<file path="config.mk">
export PLATFORM = sky130hd
export DESIGN_NAME = code_nco_ctrl
export DESIGN_NICKNAME = d
export VERILOG_FILES = /design/src/rtl/code_ctrl_pkg.sv /design/src/rtl/code_chan_regs.sv /design/src/rtl/code_nco_ctrl.sv
export SDC_FILE = /design/constraint.sdc
export NUM_CORES = 1
export LEC_CHECK = 0
export CORE_ASPECT_RATIO = 0.5
export CORE_MARGIN = 2
export CORE_UTILIZATION = 45
export CTS_BUF_LIST = sky130_fd_sc_hd__clkbuf_8
export CTS_CLUSTER_DIAMETER = 40
export DETAILED_ROUTE_END_ITERATION = 8
export MAX_ROUTING_LAYER = met4
export PLACE_DENSITY = 0.76
export SYNTH_ARGS = -nofsm -noshare
export SYNTH_HDL_FRONTEND = slang
export SYNTH_HIERARCHICAL = 1
export SYNTH_SLANG_ARGS = --single-unit
</file>
<file path="constraint.sdc">
create_clock -name clk -period 6 [get_ports clk]
set_input_delay 1.8 -clock clk [delete_from_list [all_inputs] [get_ports clk]]
set_output_delay 1.8 -clock clk [all_outputs]
set_load 0.005 [all_outputs]
</file>
<file path="src/rtl/code_ctrl_pkg.sv">
// Shared types for the code NCO controller: per-channel configuration record and FSM states.
package code_ctrl_pkg;

    localparam int FREQ_W   = 32;
    localparam int CA_SEL_W = 6;
    localparam int CFG_W    = FREQ_W + CA_SEL_W + 1;

    typedef struct packed {
        logic [FREQ_W-1:0]   freq;
        logic [CA_SEL_W-1:0] ca_sel;
        logic                en;
    } chan_cfg_t;

    typedef enum logic [1:0] {
        IDLE    = 2'd0,
        STROBE  = 2'd1,
        COLLECT = 2'd2,
        HOLD    = 2'd3
    } ctrl_state_t;

endpackage

</file>
<file path="src/rtl/code_chan_regs.sv">
// One channel's double-buffered configuration: shadow takes host writes, active feeds the NCO.
module code_chan_regs
    import code_ctrl_pkg::*;
(
    input  logic             clk,
    input  logic             reset,
    input  logic             we,
    input  logic             copy,
    input  logic [CFG_W-1:0] wr_cfg,
    output logic             shadow_en,
    output logic [CFG_W-1:0] active
);

    chan_cfg_t shadow_q;
    chan_cfg_t active_q;

    // Copy reads the old shadow, so a write in the copy cycle waits for the next apply.
    always_ff @(posedge clk or negedge reset) begin
        if (!reset) begin
            shadow_q <= '0;
            active_q <= '0;
        end else begin
            if (copy)
                active_q <= shadow_q;
            if (we)
                shadow_q <= chan_cfg_t'(wr_cfg);
        end
    end

    assign shadow_en = shadow_q.en;
    assign active    = active_q;

endmodule

</file>
<file path="src/rtl/code_nco_ctrl.sv">
// Sample-rate sequencer for an array of code NCOs: atomic config apply, per-period strobe,
// chip collection into one aligned vector, and late-return detection.
module code_nco_ctrl
    import code_ctrl_pkg::*;
#(
    parameter  int NUM_CHAN    = 4,
    parameter  int SAMPLE_CLKS = 64,
    localparam int CHAN_W      = (NUM_CHAN > 1) ? $clog2(NUM_CHAN) : 1
) (
    input  logic                         clk,
    input  logic                         reset,
    input  logic                         run,
    input  logic                         cfg_we,
    input  logic [CHAN_W-1:0]            cfg_chan,
    input  logic [FREQ_W-1:0]            cfg_freq,
    input  logic [CA_SEL_W-1:0]          cfg_ca_sel,
    input  logic                         cfg_en,
    input  logic                         apply,
    output logic                         apply_pending,
    output logic [NUM_CHAN-1:0]          nco_dv_in,
    output logic [NUM_CHAN*FREQ_W-1:0]   nco_freq,
    output logic [NUM_CHAN*CA_SEL_W-1:0] nco_ca_sel,
    input  logic [NUM_CHAN-1:0]          nco_dv_out,
    input  logic [NUM_CHAN-1:0]          nco_q,
    output logic [NUM_CHAN-1:0]          chips,
    output logic                         chips_valid,
    output logic                         err_late,
    input  logic                         err_clr
);

    localparam int               CNT_W    = $clog2(SAMPLE_CLKS);
    localparam logic [CNT_W-1:0] CNT_LAST = CNT_W'(SAMPLE_CLKS - 1);

    logic [CNT_W-1:0]    cnt;
    ctrl_state_t         state, state_next;
    logic [NUM_CHAN-1:0] got, got_next, got_upd;
    logic [NUM_CHAN-1:0] cap, cap_next, cap_upd;
    logic [NUM_CHAN-1:0] fresh;
    logic [NUM_CHAN-1:0] dv_in_next, chips_next;
    logic                cv_next, late_set;
    logic                boundary, do_copy;
    logic [NUM_CHAN-1:0] en_act, en_sh, en_next;
    chan_cfg_t           wr_cfg;

    assign boundary = (cnt == '0);
    assign do_copy  = boundary & apply_pending;
    assign wr_cfg   = '{freq: cfg_freq, ca_sel: cfg_ca_sel, en: cfg_en};

    for (genvar i = 0; i < NUM_CHAN; i++) begin : g_chan
        chan_cfg_t act;
        logic      sh_en;

        code_chan_regs u_regs (
            .clk       (clk),
            .reset     (reset),
            .we        (cfg_we && (cfg_chan == CHAN_W'(i))),
            .copy      (do_copy),
            .wr_cfg    (wr_cfg),
            .shadow_en (sh_en),
            .active    (act)
        );

        assign en_act[i]                      = act.en;
        assign en_sh[i]                       = sh_en;
        assign nco_freq[FREQ_W*i +: FREQ_W]   = act.freq;
        assign nco_ca_sel[CA_SEL_W*i +: CA_SEL_W] = act.ca_sel;
    end

    // Enables as they will be once this boundary's copy has landed.
    assign en_next = do_copy ? en_sh : en_act;

    // Only the first dv_out of an enabled channel in a period counts.
    assign fresh   = nco_dv_out & en_act & ~got;
    assign got_upd = got | fresh;
    assign cap_upd = cap | (nco_q & fresh);

    always_ff @(posedge clk or negedge reset) begin
        if (!reset)
            state <= IDLE;
        else
            state <= state_next;
    end

    always_comb begin
        state_next = state;
        dv_in_next = '0;
        got_next   = got;
        cap_next   = cap;
        chips_next = chips;
        cv_next    = 1'b0;
        late_set   = 1'b0;
        case (state)
            STROBE: begin
                got_next   = '0;
                cap_next   = '0;
                state_next = COLLECT;
            end
            COLLECT: begin
                got_next = got_upd;
                cap_next = cap_upd;
                if (got_upd == en_act) begin
                    cv_next    = 1'b1;
                    chips_next = cap_upd;
                    state_next = HOLD;
                end
            end
            default: ;
        endcase
        // The boundary overrides everything: an unfinished collection is late, never valid.
        if (boundary) begin
            late_set   = (state == COLLECT);
            cv_next    = 1'b0;
            chips_next = chips;
            if (run && (en_next != '0)) begin
                state_next = STROBE;
                dv_in_next = en_next;
            end else begin
                state_next = IDLE;
            end
        end
    end

    always_ff @(posedge clk or negedge reset) begin
        if (!reset) begin
            cnt           <= '0;
            apply_pending <= 1'b0;
            nco_dv_in     <= '0;
            got           <= '0;
            cap           <= '0;
            chips         <= '0;
            chips_valid   <= 1'b0;
            err_late      <= 1'b0;
        end else begin
            cnt           <= (cnt == CNT_LAST) ? '0 : cnt + CNT_W'(1);
            apply_pending <= apply | (apply_pending & ~boundary);
            nco_dv_in     <= dv_in_next;
            got           <= got_next;
            cap           <= cap_next;
            chips         <= chips_next;
            chips_valid   <= cv_next;
            err_late      <= late_set | (err_late & ~err_clr);
        end
    end

endmodule
</file>
==> summary.txt <==
Yosys
  • Portion of the post-synthesis area used by sequential elements: 63.97%
  • Multiplexer share of the synthesized area: 29.36%
  • Most used DFF post-synth: dfrtp_1
  • Compound-Gate Fraction of Synth Area: 1.434%
  • Largest area contributor in the synthesized netlist: dfrtp_1
  • YS warnings: 6
  • Post-synth EDFFs: 0
  • Mean cell area of the mapped netlist: 16.94 sq um
  • Most frequently used cell type in the post-synthesis netlist: dfrtp_1
  • Simple-gate portion of the synthesized area: 1.642%
  • Async S/R FF share, synth: 100.0%
  • Synth Instances: 783
  • Combined area of all synthesized cells: 13260 sq um
  • Main combinational cell family by area after synthesis: multiplexers
  • Area share of xor/xnor cells in the synthesized design: 0.1321%
  • Flop and latch count out of synthesis: 339
  • Post-Syn Nets: 842
  • Cell variety after synth: 37
  • Post-synth top area share: 63.97%
  • Main area contributors after synthesis: dfrtp_1 64%, mux2_2 20%, mux2_4 9.1%
  • Adder-Cell Fraction of Synth Area: 0.3774%
  • Most common library cells after synthesis: 339 x dfrtp_1, 232 x mux2_2, 80 x mux2_4

Flow run
  • Max-cap violations: 0

Cells and area
  • Number of cells in the finished layout apart from fillers: 1458
  • Net count reported at finish: 1086
  • Antenna fix cells: 0
  • Area growth syn-to-layout: 26.36%
  • Filler instances: 2195
  • Proportion of layout cells with a drive suffix above 1: 38.24%
  • Final design instance area without fill: 16760 sq um

Pwr
  • Share of total power consumed by net switching: 23.48%
  • Share of power burned in combinational logic: 10.8%
  • Largest vdd supply drop: 126.0 uV
  • Leak: 7.598 nW
  • Part of the total power dissipated in sequential elements: 52.0%
  • Total power divided by cell area: 306.0 nW/um^2
  • Share of power burned in the clock network: 37.2%
  • Power dissipated by switching net loads: 1.204 mW
  • Internal power consumption: 3.924 mW

Placed design
  • Pre-CTS worst setup slack: 1.909 ns
  • Weighted congestion at the end of routability-driven global placement: 0.8876
  • Number of input and output port buffers inserted: 217
  • Cell count after placement: 1367
  • Post-Place Cell Area: 15690 sq um
  • Detailed placement HPWL: 18.66 mm

Floorplan
  • Initial core utilization: 45.71%
  • Die Area: 30940 sq um
  • Number of placement rows: 44
  • Vertical die dimension: 125.4 microns
  • Area of the core: 29010 sq um
  • Die width: 246.8 microns
  • Ports: 218

Clock tree
  • Clock insertion delay at the later pin of the skew report: 0.58 ns
  • Clock transition time at the flip-flop clock pins of the worst setup and hold paths: 0.06 ns
  • CTS tree: done
  • Clock Sinks: 339
  • Maximum number of buffers from clock root to sink: 3
  • Total of hold buffers inserted after clock tree synthesis: 0
  • Clock H-tree levels: 2
  • Number of buffers added by the clock tree synthesis step: 49
  • Post-CTS setup buffers: 0
  • Post-CTS Resized: 0
  • CTS root buf: clkbuf_8

Drt
  • Via total after detailed routing: 7227
  • Routed wire length: 28.29 mm
  • Drt drc: 0
  • DR WL/cell: 19.40 microns
  • Number of nets with antenna violations after detailed routing: 0
  • Count of TritonRoute iterations in the first routing pass: 4
  • Vias per cell: 4.957
  • Number of design-rule violations left by the first detailed-router iteration: 325

Timing
  • Clock skew after layout: 0.02327 ns
  • Minimum clock period: 3.468 ns
  • Least-Margin Pin Slew: 1.234 ns
  • Slack of the critical path: 2.532 ns
  • Worst rel slew slack: 17.75%
  • Upper clock frequency limit: 288.3 MHz
  • Setup repair after global routing missed its margin: false
  • Count of final max-slew check failures: 0
  • TNS Setup: 0 ns
  • Hold violation count in the final report: 0
  • Final critical-path share of the clock period: 57.80%
  • Number of failing setup endpoints in the final timing report: 0

Global route
  • GRT Overall Usage: 19.44%
  • Initial antenna violation count: 0
  • Via count of the first global-routing pass: 7994
  • Global-route wire length before repair: 45.35 mm
  • Grt ovf: 0
  • Pin count of the biggest net entering global routing: 123

Status
  • Run status: completed

Worst setup path
  • WS Path Type: input port to flop
  • Worst setup EP type: flop
  • Sort of element at the start of the critical path: input port
  • Data arrival time of the worst path: 3.92 ns
  • Launching point of the worst reg2reg path: cnt[2]
  • Critical path fanouts, max: 25
  • Worst r2r path cells: 5
  • Critical register-to-register path endpoint: g_chan[1].u_regs/active[26]
  • CP Data Required Time: 6.45 ns
  • Register-to-register setup slack: 2.80 ns

Hold path
  • Class of the tightest hold or removal check: flop to flop
  • Capture endpoint of the worst hold path: g_chan[1].u_regs/active[6]
  • Hold Crit Depth: 1
  • Worst Min Path Start: g_chan[1].u_regs/shadow_q[6]
-- critical path: stages --
cell             delay (ns)
clkdlybuf4s50_1        0.53
nand2_1                0.11
nor2_4                 0.69
buf_4                  0.40
mux2_2                 0.37
-- layer usage --
layer  GRT usage (%)  wire, microns
met2           33.38          14920
met5               -              0
met4           5.847            548
met1           23.60          11880
met3           3.349            947
-- area by class of cell --
class	instances	area [sq um]	area share [%]
Sequential cell	339	8483	50.62
Multi-Input combinational cell	393	4384	26.16
Timing Repair Buffer	226	2257	13.47
Clock buffer	72	991.0	5.914
Tap cell	391	489.2	2.919
Clock inverter	19	80.08	0.4779
Inverter	18	72.57	0.4331
-- kinds of logic (layout without fill, tap and decap cells) --
logic type      Yosys count  in the layout
flops                   339            339
mux                     320            320
buf+inv                  51            335
simple gates             40             40
compound gates           27             27
fa+ha+maj                 4              4
xor+xnor                  2              2
-- worst max path at each step --
| stage | start | to | slack, ns | cells past startpoint |
|---|---|---|---|---|
| 2_1_floorplan | cfg_chan[1] | g_chan[0].u_regs/shadow_q[28] | 3.11 | 4 |
| 3_3_place_gp | cfg_chan[1] | g_chan[2].u_regs/shadow_q[1] | 1.97 | 5 |
| 3_5_place_dp | cfg_chan[1] | g_chan[2].u_regs/shadow_q[3] | 1.91 | 5 |
| 4_1_cts | cfg_chan[1] | g_chan[2].u_regs/shadow_q[5] | 2.53 | 5 |
| 5_1_grt | cfg_chan[1] | g_chan[2].u_regs/shadow_q[3] | 2.47 | 5 |
| 6_report | cfg_chan[1] | g_chan[2].u_regs/shadow_q[5] | 2.53 | 5 |
-- sequential cells by signal (all words and copies together), names as in the netlist --
name	cells
apply_pending	1
cap	4
chips	4
chips_valid	1
cnt	6
err_late	1
g_chan.u_regs/active	156
g_chan.u_regs/shadow_en	4
g_chan.u_regs/shadow_q	152
got	4
nco_dv_in	4
state	2
-- power groups by stage --
| stage | Combinational, mW | Sequential [mW] | Clock, mW |
|---|---|---|---|
| global placement | 0.535 | 2.69 | 0 |
| global route | 0.600 | 2.70 | 2.08 |
| finish | 0.554 | 2.67 | 1.91 |
| detailed placement | 0.558 | 2.70 | 0 |
| floorplan | 0.330 | 2.67 | 0 |
| CTS | 0.561 | 2.67 | 1.97 |
-- placed cells by master (no fill, tap or decap), types with 6 or more instances in the layout --
cell	n
mux2_2	232
a21oi_1	6
clkdlybuf4s50_1	216
dfrtp_1	339
nand2_1	9
inv_1	31
mux2i_1	8
buf_4	8
nor2_1	14
clkbuf_8	72
mux2_4	80
-- through the flow --
step / util, % / hold WS, ns / total power, mW
2_1_floorplan: - / 0.4698 / 2.995
3_3_place_gp: 54.07 / 0.4828 / 3.225
3_5_place_dp: 54.07 / 0.4914 / 3.262
4_1_cts: 57.76 / 0.5004 / 5.202
5_1_grt: 57.76 / 0.5162 / 5.383
6_report: 57.76 / 0.4998 / 5.128
(Power assumes the default switching activity.)
